File: src/rtl/rand_delay_pkg.sv
// rand_delay_pkg: shared FSM state type and interval math for rand_delay_timer
package rand_delay_pkg;
  typedef enum logic [1:0] {IDLE, COUNT, FIRE} state_t;
  function automatic logic [31:0] calc_delay(input logic [31:0] rnd, input int unsigned shift, input int unsigned min_d);
    return (rnd << shift) + min_d;
  endfunction
endpackage

File: src/rtl/rand_delay_counter.sv
// rand_delay_counter: loadable down-counter with clear, load, decrement and zero flag
//   clk, reset_n (async, active-low); clr > load > dec priority; load_val; count; zero = (count == 0)
module rand_delay_counter #(
  parameter int W = 8
) (
  input  logic         clk,
  input  logic         reset_n,
  input  logic         clr,
  input  logic         load,
  input  logic         dec,
  input  logic [W-1:0] load_val,
  output logic [W-1:0] count,
  output logic         zero
);
  always_ff @(posedge clk or negedge reset_n)
    if (!reset_n) count <= '0;
    else count <= clr ? '0 : load ? load_val : dec ? count - W'(1) : count;
  assign zero = count == '0;
endmodule

File: src/rtl/rand_delay_timer.sv
// rand_delay_timer: turns a sampled LFSR word into a countdown interval and raises expired
//   clk, reset_n (async, active-low); rand_value: LFSR word; start/abort/ack: control;
//   busy = not idle; expired = in FIRE; remaining = current countdown value.
//   Define RAND_DELAY_AUTORELOAD_EN to make ack in FIRE resample and restart immediately.
module rand_delay_timer
  import rand_delay_pkg::*;
#(
  parameter int RAND_W      = 5,
  parameter int SCALE_SHIFT = 2,
  parameter int MIN_DELAY   = 3,
  localparam int CNT_W      = RAND_W + SCALE_SHIFT + 1
) (
  input  logic              clk,
  input  logic              reset_n,
  input  logic [RAND_W-1:0] rand_value,
  input  logic              start,
  input  logic              abort,
  input  logic              ack,
  output logic              busy,
  output logic              expired,
  output logic [CNT_W-1:0]  remaining
);
`ifdef RAND_DELAY_AUTORELOAD_EN
  localparam bit AUTO_RELOAD = 1'b1;
`else
  localparam bit AUTO_RELOAD = 1'b0;
`endif
  state_t state, nxt;
  logic [CNT_W-1:0] d;
  logic load, dec, zero;
  assign d = CNT_W'(calc_delay(32'(rand_value), SCALE_SHIFT, MIN_DELAY));
  // loading D-1 and firing on the edge that sees zero makes expired rise exactly D edges after start
  assign load = !abort && ((state == IDLE && start) || (AUTO_RELOAD && state == FIRE && ack));
  assign dec  = state == COUNT && !zero;
  always_comb
    nxt = abort ? IDLE :
          state == IDLE  ? (start ? COUNT : IDLE) :
          state == COUNT ? (zero ? FIRE : COUNT) :
          ack ? (AUTO_RELOAD ? COUNT : IDLE) : FIRE;
  always_ff @(posedge clk or negedge reset_n)
    if (!reset_n) state <= IDLE;
    else state <= nxt;
  rand_delay_counter #(.W(CNT_W)) u_cnt (
    .clk(clk), .reset_n(reset_n), .clr(abort), .load(load), .dec(dec),
    .load_val(d - CNT_W'(1)), .count(remaining), .zero(zero)
  );
  assign busy    = state != IDLE;
  assign expired = state == FIRE;
endmodule

File: config.mk
export PLATFORM = sky130hd
export DESIGN_NAME = rand_delay_timer
export DESIGN_NICKNAME = d
export VERILOG_FILES = /design/src/rtl/rand_delay_pkg.sv /design/src/rtl/rand_delay_counter.sv /design/src/rtl/rand_delay_timer.sv
export SDC_FILE = /design/constraint.sdc
export NUM_CORES = 1
export LEC_CHECK = 0
export ABC_AREA = 1
export BUFFER_PORTS_ARGS = -buffer_cell sky130_fd_sc_hd__buf_2
export CAP_MARGIN = 20
export CORE_MARGIN = 4
export CORE_UTILIZATION = 49
export CTS_CLUSTER_SIZE = 25
export DETAILED_ROUTE_END_ITERATION = 16
export PLACE_DENSITY_LB_ADDON = 0.1
export SLEW_MARGIN = 20
export SYNTH_ARGS = -nofsm -noshare
export SYNTH_HDL_FRONTEND = slang
export SYNTH_SLANG_ARGS = --single-unit
File: constraint.sdc
create_clock -name clk -period 2.1 [get_ports clk]
set_clock_uncertainty 0.2 [all_clocks]
set_input_delay 0 -clock clk [delete_from_list [all_inputs] [get_ports clk]]
set_output_delay 0 -clock clk [all_outputs]
set_load 0.05 [all_outputs]
==> impl_metrics.yaml, run 1 <==
cells_and_area:
  antenna-diode-count: 0
  final_util_pct: 70.5
  mostFrequentLayoutCells: "nand2_1 (36), buf_2 (19), nand3_1 (14), inv_1 (12), nor2_1 (12)"
  mostFrequentLayoutCell: "nand2_1"
  final_cells: 150
  final_nets: 149
  fill_cells: 118
  area_growth_syn_to_layout_pct: 32.3
  drive_gt1_share_pct: 23.0
  multi_input_area_um2: 403
  seq_area_um2: 250
timing:
  period_needed_ns: 1.70
  relSlewSlack_pct: 58.4
  worstMarginPinSlew_ns: 0.624
  fin_crit_sh_pct: 80.7
  rsz0062_at_grt: "false"
  slew_viol_final: 0
  tns_ns: 0
  hold_violations: 0
  finalSetupViolCount: 0
  setup_slack_ns: 0.404
  fmax_ghz: 0.590
clocking:
  clock_latency_ns: 0.27
  ctsResizeCount: 0
  cts_root_buf: "clkbuf_4"
  cts_tree: "yes"
  clockBufferDepth: 2
  clk_pin_slew_ns: 0.06
  htreeDepth: 1
  cts_hold_buf: 9
  numCtsBuffers: 3
  post_cts_buffers: 0
  cts_sinks: 10
outcome:
  status: "finished, final reports clean"
floorplanning:
  row_count: 13
  core_region_area_um2: 1320
  start_util_pct: 53.3
  ios: 20
  die_h_um: 45.9
  die_x_um: 45.9
  fp.dieArea_um2: 2100
placed_design:
  dp_slack_ns: 0.421
  portBuffers: 19
  hpwl_mm: 1.23
  globalplace.congestion: 0.899
  place_inst: 138
detailed_routing:
  post-route-drc-count: 0
  wl_per_cell_um: 12.0
  routed_wl_mm: 1.80
  drtIter0Drc: 14
  antenna_left: 0
  via_per_inst: 5.15
  firstDrtPassIters: 4
  dr_total_vias: 772
setup_path:
  max_stage_delay_ns: 0.39
  required_ns: 2.06
  path_class: "flip-flop to flip-flop"
  worstRegToRegCells: 7
  crit_path_top_delay_cell: "dfrtp_1"
  crit_chain: "inv_1, ha_1, nand2_1, o21ai_4, nor2_1, nand2_1, o21ai_2"
  path_max_fanout: 9
  endpoint_kind: "flip-flop"
  critPathMostFrequentCell: "nand2_1"
  cp_data_arrival_time_ns: 1.65
  setup.worst_path.start_class: "flip-flop"
global_route:
  grt_max_degree: 11
  grt_pass1_wl_mm: 3.06
  globalRouteTotalUtil_pct: 21.2
  grt_pass1_vias: 743
  grt_overflow_total: 0
  antenna_found_initial: 0
pwr:
  vdd_drop_max_uv: 937
  leakage_uw: 0.000530
  total_power_uw: 1630
  power_density_nw_per_um2: 1750
logic_synthesis:
  yosysUniqueCellTypes: 15
  synthesis.instances: 104
  yosys_warnings: 0
  ys_seq_area_share_pct: 35.7
  syn_area_um2: 702
  postSynthAreaPerCell_um2: 6.75
  ys_ff_latch: 10
  synth_fp_nets: 116
worst_hold_path:
  hp-class: "input pin to flip-flop"
  hold_depth: 5
run:
  maxCapViolCount: 0
## kinds of logic (layout without fill, tap and decap cells)
| family | after synthesis | after routing | share of synthesized area [%] |
|---|---|---|---|
| buffers and inverters | 13 | 44 | 6.95 |
| adder cells (fa/ha/maj) | 2 | 2 | 3.56 |
| flip-flops | 10 | 10 | 35.7 |
| AND/OR/NAND/NOR | 70 | 70 | 44.7 |
| AO/OA/AOI/OAI | 9 | 9 | 9.09 |
## per-stage QoR
stage	hold slack (ns)	cell area, µm²
3_3_place_gp	-0.327	816
5_1_grt	0.0387	928
4_1_cts	0.000214	928
2_1_floorplan	-0.496	702
6_report	0.0216	928
3_5_place_dp	-0.323	816
## path summary, 6_finish.rpt
check / to / startpoint / slack (ns)
setup / recovery: u_cnt.count[0] / u_cnt.count[0] / 0.40
hold / removal: u_cnt.count[1] / start / 0.02
setup reg to reg: u_cnt.count[0] / u_cnt.count[0] / 0.40
hold reg to reg: u_cnt.count[7] / u_cnt.count[7] / 0.41
max in group asynchronous: u_cnt.count[3] / reset_n / 0.79
min in group asynchronous: state[1] / reset_n / 0.58
## metal layers
layer | share of wire (%) | GRT usage (%)
met5 | 0 | 0
met2 | 46 | 33.5
met1 | 47 | 24.5
met3 | 5.1 | 4.74
met4 | 2.4 | 15.9
## worst max-delay path, delay by kind of cell (launching register included)
| family | cells | cell delay, ns |
|---|---|---|
| DFF | 1 | 0.39 |
| AOI/OAI and AO/OA | 2 | 0.34 |
| and+or+nand+nor | 3 | 0.28 |
| adders and majority gates | 1 | 0.19 |
| buffers and inverters | 1 | 0.18 |
## cells in the mapped netlist
master,instances,area [µm²]
ha_1,2,25.0
nor2_1,12,45.0
nand3_2,1,10.0
inv_1,12,45.0
a21oi_1,2,10.0
inv_2,1,3.75
nand4_1,3,18.8
nand3_1,14,70.1
o21ai_2,2,17.5
dfrtp_1,10,250
o21ai_4,1,16.3
nand2_1,36,135
nand2_2,2,12.5
o21ai_0,4,20.0
nor2_4,2,22.5
## sequential cells by signal, summed over array words and instances (netlist names)
name	count
u_cnt.count	8
state	2
## final cells by class
cell class	count	share of cell area, %
tap	15	2.02
inverter	13	5.26
multi-input combinational	81	43.4
clock buffer	3	2.43
timing repair buffer	28	19.9
sequential	10	27.0
## power by group
group	leakage, µW	internal, µW	total, µW	switching (µW)
clock	0.0000138	66.4	135	68.3
combinational	0.000382	331	1100	771
sequential	0.000134	269	391	122
Power figures use the tool's default switching activity.
==> inputs of run 2 (changes only) <==
- ABC_AREA: 1 -> 0
- CORE_UTILIZATION: 49 -> 45
- clock period: 2.1 -> 1.44 ns (I/O delays scaled with it)
==> run 2 against run 1 <==
The flow now finishes with violations (setup timing). Combinational power up 120%. Flip-flop and latch count unchanged. Sequential power up 31%. Final area increased by 44%. Synthesized cell count decreased by 36%. Largest power group unchanged.
==> impl_metrics.yaml, run 2 <==
logic_synthesis:
  synth_top_cell_by_area: "dfrtp_1"
  ys_ff_latch: 10
  synthTopCellsByCount: "dfrtp_1 (10), a21oi_1 (5), a221o_1 (4), inv_1 (4)"
  ys_seq_area_share_pct: 35.5
  yosys_warnings: 0
  synth_top_area_share_pct: 35.5
  yosysUniqueCellTypes: 33
  syn_area_um2: 706
  postSynthAreaPerCell_um2: 10.5
  synth-async-reset-ratio_pct: 100
  yosysMostFrequentCell: "dfrtp_1"
  synthesis.instances: 67
  synth_ff_type: "dfrtp_1"
  synth_area_leaders: "dfrtp_1 (35%), a221o_1 (5.7%), or3b_2 (3.7%)"
  synth_fp_nets: 79
  synth_edf_count: 0
cells_and_area:
  top_register: "u_cnt.count"
  mostFrequentLayoutCells: "buf_4 (30), buf_2 (18), dlygate4sd3_1 (11), dfrtp_2 (7)"
  final_util_pct: 90.0
  fill_cells: 70
  area_growth_syn_to_layout_pct: 89.9
  antenna-diode-count: 0
  top_regs: "u_cnt.count: 8 flops, state: 2 flops"
  mostFrequentLayoutCell: "buf_4"
  final_nets: 145
  drive_gt1_share_pct: 72.7
  largest_register_ffs: 8
floorplanning:
  core_region_area_um2: 1490
  die_h_um: 47.6
  die_x_um: 47.6
  ios: 20
  fp.dieArea_um2: 2270
  start_util_pct: 47.4
  row_count: 14
worst_hold_path:
  hp-class: "input pin to flip-flop"
  hold_start: "abort"
timing:
  period_needed_ns: 1.98
  finalSetupViolCount: 11
  fin_crit_sh_pct: 137
  setup_slack_ns: -0.539
  worstMarginPinSlew_ns: 0.532
  slew_viol_final: 0
  fmax_ghz: 0.505
  relSlewSlack_pct: 64.4
  hold_violations: 0
  tns_ns: -4.87
  rsz0062_at_grt: "true"
clocking:
  cts_tree: "yes"
  htreeDepth: 1
  clk_pin_slew_ns: 0.08
  clockBufferDepth: 2
  cts_root_buf: "clkbuf_4"
  cts_sinks: 10
  clock_latency_ns: 0.28
  numCtsBuffers: 3
pwr:
  p_sw_share_pct: 46.9
  power_density_nw_per_um2: 2370
  clkPwrFrac_pct: 8.5
  vdd_drop_max_uv: 1880
  p_sw_uw: 1490
  leakage_uw: 0.000625
  power_frac_comb_pct: 75.4
  total_power_uw: 3170
  power.internal_uw: 1690
  power_frac_seq_pct: 16.1
global_route:
  antenna_found_initial: 0
  grt_pass1_wl_mm: 3.58
  grt_overflow_total: 0
  grt_max_degree: 11
  grt_pass1_vias: 774
  globalRouteTotalUtil_pct: 23.2
detailed_routing:
  post-route-drc-count: 0
  dr_total_vias: 844
  routed_wl_mm: 2.52
  wl_per_cell_um: 17.0
  drtIter0Drc: 15
  firstDrtPassIters: 4
  via_per_inst: 5.70
  antenna_left: 0
placed_design:
  portBuffers: 19
  dp_slack_ns: -0.543
  hpwl_mm: 1.44
  globalplace.congestion: 0.845
setup_path:
  endpoint_kind: "flip-flop"
  cp_data_arrival_time_ns: 1.94
  setup.worst_path.start_class: "flip-flop"
  path_class: "flip-flop to flip-flop"
  crit_chain: "inv_4, ha_4, nand3b_1, o311ai_4, buf_4, a21oi_2, a221o_1"
  required_ns: 1.40
  reg2reg_from: "u_cnt.count[0]"
  startpoint: "u_cnt.count[0]"
  crit_path_top_delay_cell: "dfrtp_2"
  path_max_fanout: 3
  max_stage_delay_ns: 0.43
outcome:
  violations: "setup timing"
  status: "finished with violations"
run:
  maxCapViolCount: 0
[run 2: cell count changes after synthesis, sizes merged, moves of 7 or more]
cell	change
o21ai	-7
nor2	-11
nand3	-15
nand2	-36
inv	-9
[run 2: final cells by class]
type / instances / area (µm²) / share of cell area [%]
inverter: 4 / 22.5 / 1.68
timing repair buffer: 63 / 467 / 34.8
clock buffer: 4 / 36.3 / 2.71
sequential: 10 / 259 / 19.3
multi-input combinational: 51 / 536 / 40.0
tap: 16 / 20.0 / 1.49
[run 2: worst max-delay path, delay by kind of cell, from the launching register on]
family	cells	cell delay, ns
AOI/OAI and AO/OA	3	0.65
DFF	1	0.43
buffers and inverters	2	0.29
and+or+nand+nor	1	0.16
adders and majority gates	1	0.13
[run 2: cells by family after synthesis]
group                      share of synthesized area, %
adders and majority gates                          3.55
muxes                                              4.61
buffers and inverters                              4.25
DFF                                                35.5
and+or+nand+nor                                    27.8
AOI/OAI and AO/OA                                  24.3
[run 2: final timing paths]
check	slack [ns]	to	cells after the start
worst max-delay path	-0.54	u_cnt.count[4]	7
min in group asynchronous	0.54	u_cnt.count[6]	3
max in group asynchronous	0.10	u_cnt.count[1]	3
worst max register to register	-0.54	u_cnt.count[4]	7
worst min register to register	0.45	u_cnt.count[7]	2
worst min-delay path	0.11	u_cnt.count[1]	4
[run 2: stage by stage]
step | instances | hold WS [ns] | area [µm²]
floorplan | 67 | -0.496 | 732
global placement | 126 | -0.327 | 1030
detailed placement | 126 | -0.318 | 1030
CTS | 147 | 0.0802 | 1290
global route | 148 | 0.126 | 1340
finish | 148 | 0.110 | 1340
[run 2: power by group through the flow]
stage | Combinational [µW] | Clock [µW] | Sequential [µW]
finish | 2390 | 270 | 512
global route | 2560 | 289 | 525
CTS | 2220 | 266 | 491
detailed placement | 1840 | 0 | 491
global placement | 1810 | 0 | 490
floorplan | 853 | 0 | 851
[run 2: routing by layer]
metal  GRT usage (%)  routed length (µm)  part of all wire (%)
met5               0                   0                     0
met4            11.3                 118                   4.7
met3            2.63                 124                   4.9
met2            37.7                1250                    49
met1            30.6                1030                    41
[run 2: timing repair]
item | in CTS | in global routing
buffers inserted | 6 | 1
setup endpoints to repair | 11 | 12
endpoints found under the hold margin | 16 | 0
hold buffers | 11 | 0
pin swaps | 9 | 2
cloned | 0 | 0
resized for setup | 16 | 10
